### src/rtl/mac_pe.sv
// Systolic multiply-accumulate processing element: forwards A/B/valid to the
// neighbouring PE and accumulates a pipelined signed product into Cout.
module mac_pe #(
  parameter int BITS_AB = 8,
  parameter int BITS_C  = 16,
  parameter int PIPE    = 2,
  parameter int SAT     = 1
) (
  input  logic                      clk,
  input  logic                      rst,
  input  logic                      en,
  input  logic                      WrEn,
  input  logic                      clr,
  input  logic                      vin,
  input  logic signed [BITS_AB-1:0] Ain,
  input  logic signed [BITS_AB-1:0] Bin,
  input  logic signed [BITS_C-1:0]  Cin,
  output logic signed [BITS_AB-1:0] Aout,
  output logic signed [BITS_AB-1:0] Bout,
  output logic                      vout,
  output logic signed [BITS_C-1:0]  Cout,
  output logic                      ovf
);
  localparam int PW = 2 * BITS_AB;
  localparam logic [BITS_C-1:0] C_MAX = {1'b0, {(BITS_C-1){1'b1}}};
  localparam logic [BITS_C-1:0] C_MIN = {1'b1, {(BITS_C-1){1'b0}}};

  logic signed [BITS_AB-1:0] aout_q, aout_d, bout_q, bout_d;
  logic                      vout_q, vout_d;
  logic signed [BITS_C-1:0]  cout_q, cout_d;
  logic                      ovf_q, ovf_d;

  // Entry 0 is the live product/valid; entries 1..PIPE are registered stages.
  logic [PIPE:0][PW-1:0] prod_pipe;
  logic [PIPE:0]         vld_pipe;

  logic signed [PW-1:0] prod_in;
  assign prod_in      = PW'(Ain) * PW'(Bin);
  assign prod_pipe[0] = prod_in;
  assign vld_pipe[0]  = vin;

  generate
    if (PIPE > 0) begin : g_pipe
      logic [PIPE:1][PW-1:0] prod_q, prod_d;
      logic [PIPE:1]         vld_q, vld_d;

      always_comb begin
        prod_d = prod_q;
        vld_d  = vld_q;
        if (clr) begin
          vld_d = '0;
        end else if (en) begin
          prod_d = prod_pipe[PIPE-1:0];
          vld_d  = vld_pipe[PIPE-1:0];
        end
      end

      always_ff @(posedge clk) begin
        if (rst) begin
          prod_q <= '0;
          vld_q  <= '0;
        end else begin
          prod_q <= prod_d;
          vld_q  <= vld_d;
        end
      end

      assign prod_pipe[PIPE:1] = prod_q;
      assign vld_pipe[PIPE:1]  = vld_q;
    end
  endgenerate

  // Forwarding ignores clr/WrEn; only en gates it.
  always_comb begin
    aout_d = aout_q;
    bout_d = bout_q;
    vout_d = vout_q;
    if (en) begin
      aout_d = Ain;
      bout_d = Bin;
      vout_d = vin;
    end
  end

  // One extra bit makes signed overflow visible as a top-two-bit disagreement.
  logic signed [BITS_C:0] sum;
  logic                   sum_ovf;
  assign sum     = (BITS_C+1)'(cout_q) + (BITS_C+1)'($signed(prod_pipe[PIPE]));
  assign sum_ovf = sum[BITS_C] ^ sum[BITS_C-1];

  always_comb begin
    cout_d = cout_q;
    ovf_d  = ovf_q;
    if (clr) begin
      cout_d = '0;
      ovf_d  = 1'b0;
    end else if (en) begin
      if (WrEn) begin
        cout_d = Cin;
      end else if (vld_pipe[PIPE]) begin
        cout_d = sum[BITS_C-1:0];
        if (sum_ovf) begin
          ovf_d = 1'b1;
          if (SAT != 0) cout_d = sum[BITS_C] ? C_MIN : C_MAX;
        end
      end
    end
  end

  always_ff @(posedge clk) begin
    if (rst) begin
      aout_q <= '0;
      bout_q <= '0;
      vout_q <= 1'b0;
      cout_q <= '0;
      ovf_q  <= 1'b0;
    end else begin
      aout_q <= aout_d;
      bout_q <= bout_d;
      vout_q <= vout_d;
      cout_q <= cout_d;
      ovf_q  <= ovf_d;
    end
  end

  assign Aout = aout_q;
  assign Bout = bout_q;
  assign vout = vout_q;
  assign Cout = cout_q;
  assign ovf  = ovf_q;
endmodule

### config.mk
export PLATFORM = sky130hd
export DESIGN_NAME = mac_pe
export DESIGN_NICKNAME = d
export VERILOG_FILES = /design/src/rtl/mac_pe.sv
export SDC_FILE = /design/constraint.sdc
export NUM_CORES = 1
export LEC_CHECK = 0
export CORE_MARGIN = 10
export CORE_UTILIZATION = 38
export CTS_CLUSTER_SIZE = 25
export DETAILED_ROUTE_END_ITERATION = 8
export PLACE_DENSITY_LB_ADDON = 0.3
export SYNTH_ARGS = -nofsm -noshare
export SYNTH_HDL_FRONTEND = slang
export SYNTH_SLANG_ARGS = --single-unit
export TNS_END_PERCENT = 20
### constraint.sdc
create_clock -name clk -period 5 [get_ports clk]
set_clock_uncertainty 0.15 [all_clocks]
set_input_delay 1 -clock clk [delete_from_list [all_inputs] [get_ports clk]]
set_output_delay 1 -clock clk [all_outputs]
set_load 0.05 [all_outputs]
After elaboration in Yosys (flattened, before gate mapping). Index checks and enable logic that the tools add are counted.

Reductions and logical operators: 5. $add $sub $neg: 1. Multiply operators: 1. Bitwise operators: 3. Mux-type cells: 4.

Operator list (count): 16-bit two-way mux (4); 16-bit by 16-bit adder with 17-bit output (1); 8-bit by 8-bit multiplier with 16-bit output (1); 2-bit AND reduction (2); 4-bit AND reduction (1); 1-bit inverter (2); 2-bit nonzero test (1); 2-bit OR reduction (1); 1-bit bitwise XOR (1).

Output and inout bits: 34. Input bits: 38. Flip-flop bits (word level): 68.

Logic depth before layout (Yosys ltp).
Depth after elaboration: 5. Gate-level depth with buffers: 19. Depth with buffers taken out: 18.

Least setup slack after synthesis. Ideal clock, no wire load.

Kind: input -> register. From: in Bin[4]. To: reg g_pipe.prod_q[14] (netlist name). Path slack: -0.318 ns. Path buffers: 1. Data required time: 4.730 ns. Stages: 16. Arrival time: 5.048 ns. Cells stage by stage: clkbuf_1 > and2_1 > fa_1 > inv_1 > fa_1 > inv_1 > fa_1 > inv_1 > fa_1 > inv_1 > ha_1 > or4_1 > o22a_1 > a31oi_1 > nor4_1 > a211o_1.

Cells in the longest elaborated chain, start to end: 1.

RTL lines: from (decl) (RTL line 16) `input logic signed [BITS_AB-1:0] Bin,`; 8-bit by 8-bit multiplier with 16-bit output (RTL line 38) `assign prod_in = PW'(Ain) * PW'(Bin);`; to (signal assigned) (RTL line 63) `prod_q <= prod_d;`; to (decl) (RTL line 44) `logic [PIPE:1][PW-1:0] prod_q, prod_d;`.

Every way passes these cells. A chain may end at the register's enable or synchronous reset.

Worst setup path after layout.
From: in Bin[2]. To: reg g_pipe.prod_q[14] (netlist name).

Same word-level chain as after synthesis.

==> impl_metrics.tcl <==
set metrics [dict create \
    hold_class "reg2reg" \
    diodes 0 \
    synth-edff-count 0 \
    postSynthRegisterBits 68 \
    net_count_after_synthesis 824 \
    nets_finish 949 \
    netlist_instances 685 \
    finalCritPeriodShare_pct 98.0 \
    final-instance-count-excl-fill 1026 \
    number_of_h_tree_levels 3 \
    hold_sp "g_pipe.prod_q[11]" \
    maxClockFrequency_mhz 204 \
    synth_largest_type_area_fraction_pct 22.8 \
    yosys.area_share.simple_pct 16.4 \
    largest_net_degree_at_the_start_of_global_routing 55 \
    post_synth_xor_area_fraction_pct 4.42 \
    cts_tree "yes" \
    whs_path_depth 2 \
    layout-drive-gt1-share_pct 21.2 \
    die_w_microns 145 \
    critical-path-top-cell-by-count "sky130_fd_sc_hd__buf_4" \
    cts.root.buffer_cell "sky130_fd_sc_hd__clkbuf_16" \
    worstPathCellList "clkdlybuf4s15_1 > buf_6 > buf_4 > buf_4 > and2_1 > fa_2 > inv_2 > fa_1 > inv_1 > ha_1 > inv_2 > fa_1 > fa_2 > nor2b_4 > o21ai_2 > a21boi_2 > o22a_1 > a31oi_2 > buf_4 > buf_4 > a211o_1" \
    detail_route.wl_per_cell_microns 14.4 \
    die_height_microns 145 \
    initial_antenna_violation_count 0 \
    setup.reg_to_reg.worst_slack_ps 1970 \
    number_of_max_slew_violations_in_the_final_report 0 \
    clockBufferDepth 2 \
    detail-route-antenna-nets 0 \
    drt_wl_total_microns 14800 \
    vias_per_cell 4.95 \
    dp.cells 990 \
    yosys_warnings 0 \
    totalPowerFinal_mw 3.08 \
    hold_end "g_pipe.prod_q[11]" \
    drt-initial-drc-count 168 \
    core_region_area_sq_um 15300 \
    final_period_minus_worst_setup_slack_ps 4900 \
    grt_util_all_layers_pct 14.3 \
    tritoncts.num_buffers 9 \
    critPathBufInv 9 \
    critPathLaunchType "primary input" \
    number_of_hold_violations_in_the_final_report 0 \
    synth.most_common_cell "sky130_fd_sc_hd__inv_1" \
    grt_setup_unrepaired "yes" \
    top_cells_by_instance_count_after_synthesis "sky130_fd_sc_hd__inv_1 (91), sky130_fd_sc_hd__nand2_1 (85), sky130_fd_sc_hd__dfxtp_1 (68)" \
    main_combinational_cell_family_by_area_after_synthesis "adder cells" \
    cts.reportedPaths.clkPinSlew_ps 60 \
    family_with_the_most_delay_on_the_worst_path "adder cells" \
    routed-via-count 5076 \
    cp_slowest_stage_delay_ps 450 \
    ys_top_cells_by_area "sky130_fd_sc_hd__dfxtp_1 (23%), sky130_fd_sc_hd__fa_1 (19%), sky130_fd_sc_hd__ha_1 (9.4%)" \
    start_util_pct 39.0 \
    worstReg2RegStart "Cout[0]" \
    synthDominantAreaCellType "sky130_fd_sc_hd__dfxtp_1" \
    cts_hold_repair.buffers 0 \
    vias_in_the_first_global_route 5430 \
    mappedNetlistArea_sq_um 5970 \
    postSynthAreaPerCell_sq_um 8.71 \
    clk_latency_ps 330 \
    reg2regPathDepth 10 \
    cellPowerDensity_nw_per_um2 393 \
    top_level_ports 72 \
    end_kind "flop" \
    tightest_slew_ps 883 \
    portBuffers 71 \
    critPathSlowestCell "sky130_fd_sc_hd__fa_1" \
    kind_of_critical_path "in2reg" \
    area_growth_syn_to_layout_pct 31.3 \
    synthMuxAreaShare_pct 3.19 \
    wire_length_of_the_first_global_routing_pass_microns 25800 \
    cp_data_arrival_time_ps 4970 \
    synth-compound-area-share_pct 14.3 \
    r2r-end "Cout[14]" \
    p_leak_nw 3.37 \
    layout.filler_cells 1407 \
    critical_path.max_fanout 4 \
    global_route.overflow_total 0 \
    timing.slew.headroom_pct 40.9 \
    synth_cell_types 48 \
    detailed_router_iteration_count_before_antenna_repair 5 \
    synth_top_flop_cell "sky130_fd_sc_hd__dfxtp_1" \
    status "finished clean" \
    fp.dieArea_sq_um 21100 \
    final_setup_vio_count 0 \
    max-cap-violations 0 \
    gp_congestion 0.931 \
    synth_seq_area_share_pct 22.8 \
    route.detailed.drc 0 \
    vdd.ir_drop.worst_uv 285 \
    clkSinkCount 68 \
    fp-row-count 45 \
    post_synth_fa_ha_maj_area_fraction_pct 30.8 \
    ys_async_sr_fraction_pct 0 \
    dpl.hpwl_microns 11600 \
    cp_data_required_time_ps 5070 \
]
tightest hold or removal path: stages, from the launching register on:
cell                      delay (ps)
sky130_fd_sc_hd__dfxtp_1         310
sky130_fd_sc_hd__nand2_1          50
sky130_fd_sc_hd__a21oi_1          50
logic make-up after synthesis:
logic type                 after synthesis
buffers and inverters                  125
AOI/OAI and AO/OA                      126
adders and majority gates              115
and+or+nand+nor                        204
DFF                                     68
xor gates and xnor gates                28
muxes                                   19
per-layer routing:
metal  routed length [microns]  track usage (%)
met1                      6580             17.4
met3                       340             1.96
met4                       268             4.90
met5                         0                0
met2                      7580             25.3
worst max-delay path by stage:
stage / from / end / slack [ps] / cells past startpoint
finish: Bin[2] / g_pipe.prod_q[14] / 100 / 21
global route: Bin[1] / g_pipe.prod_q[14] / -90 / 20
floorplan: Bin[2] / g_pipe.prod_q[14] / 8 / 17
CTS: Bin[7] / g_pipe.prod_q[14] / 6 / 15
global placement: Bin[3] / g_pipe.prod_q[14] / -600 / 16
detailed placement: Bin[3] / g_pipe.prod_q[14] / -700 / 16
where the power goes:
| part | leakage (nW) | internal [mW] | switching (mW) |
|---|---|---|---|
| Combinational | 2.67 | 0.943 | 0.846 |
| Sequential | 0.555 | 0.597 | 0.0309 |
| Clock | 0.148 | 0.414 | 0.247 |
| Total | 3.37 | 1.95 | 1.12 |
placed cells by master (no fill, tap or decap), types with 4 or more instances in the layout:
| cell | count |
|---|---|
| sky130_fd_sc_hd__nand2_1 | 84 |
| sky130_fd_sc_hd__inv_1 | 80 |
| sky130_fd_sc_hd__buf_4 | 70 |
| sky130_fd_sc_hd__dfxtp_1 | 68 |
| sky130_fd_sc_hd__clkdlybuf4s50_1 | 54 |
| sky130_fd_sc_hd__fa_1 | 49 |
| sky130_fd_sc_hd__a21oi_1 | 45 |
| sky130_fd_sc_hd__nor2_1 | 38 |
| sky130_fd_sc_hd__ha_1 | 38 |
| sky130_fd_sc_hd__and2_1 | 32 |
| sky130_fd_sc_hd__mux2i_1 | 19 |
| sky130_fd_sc_hd__xnor2_1 | 18 |
| sky130_fd_sc_hd__o21ai_0 | 17 |
| sky130_fd_sc_hd__o211ai_1 | 12 |
| sky130_fd_sc_hd__inv_2 | 11 |
| sky130_fd_sc_hd__a21oi_2 | 11 |
| sky130_fd_sc_hd__nand3b_1 | 11 |
| sky130_fd_sc_hd__nand2b_1 | 10 |
| sky130_fd_sc_hd__maj3_2 | 9 |
| sky130_fd_sc_hd__xor2_1 | 9 |
| sky130_fd_sc_hd__clkbuf_16 | 9 |
| sky130_fd_sc_hd__a211oi_1 | 7 |
| sky130_fd_sc_hd__fa_2 | 7 |
| sky130_fd_sc_hd__buf_6 | 7 |
| sky130_fd_sc_hd__o21a_1 | 6 |
| sky130_fd_sc_hd__a21o_1 | 5 |
| sky130_fd_sc_hd__maj3_1 | 5 |
| sky130_fd_sc_hd__buf_2 | 5 |
| sky130_fd_sc_hd__nor3_1 | 4 |
| sky130_fd_sc_hd__a32oi_1 | 4 |
| sky130_fd_sc_hd__ha_2 | 4 |
| sky130_fd_sc_hd__clkdlybuf4s15_1 | 4 |
state kept, by name, indices dropped and copies added, names as in the netlist:
| signal | cells |
|---|---|
| Aout | 8 |
| Bout | 8 |
| Cout | 16 |
| g_pipe.prod_q | 32 |
| g_pipe.vld_q | 2 |
| ovf | 1 |
| vout | 1 |
layout make-up:
cell class | count | area, sq um | share of cell area, %
sequential | 68 | 1360 | 17.4
multi-input combinational | 492 | 4280 | 54.6
clock buffer | 11 | 253 | 3.23
inverter | 91 | 342 | 4.36
timing repair buffer | 148 | 1280 | 16.3
tap | 211 | 264 | 3.37
clock inverter | 5 | 58.8 | 0.751
what timing repair did:
action                     in CTS  in global routing
setup endpoints to repair       8                  7
setup buffers                  13                  6
resized for setup              56                 35
cloned                          1                  0
pin swaps                      25                 25
metrics by stage:
step | cell area [sq um] | hold slack [ps] | util (%) | TNS [ps] | setup slack (ps)
after detailed placement | 7250 | 294 | 47.4 | -4890 | -698
after CTS | 7760 | 303 | 50.7 | 0 | 5.74
after floorplan | 6050 | 277 | - | 0 | 8.13
final | 7830 | 301 | 51.2 | 0 | 101
after global routing | 7830 | 315 | 51.2 | -192 | -87.1
after global placement | 7250 | 290 | 47.4 | -4130 | -601
No activity file was read; power rests on OpenSTA's default activity.
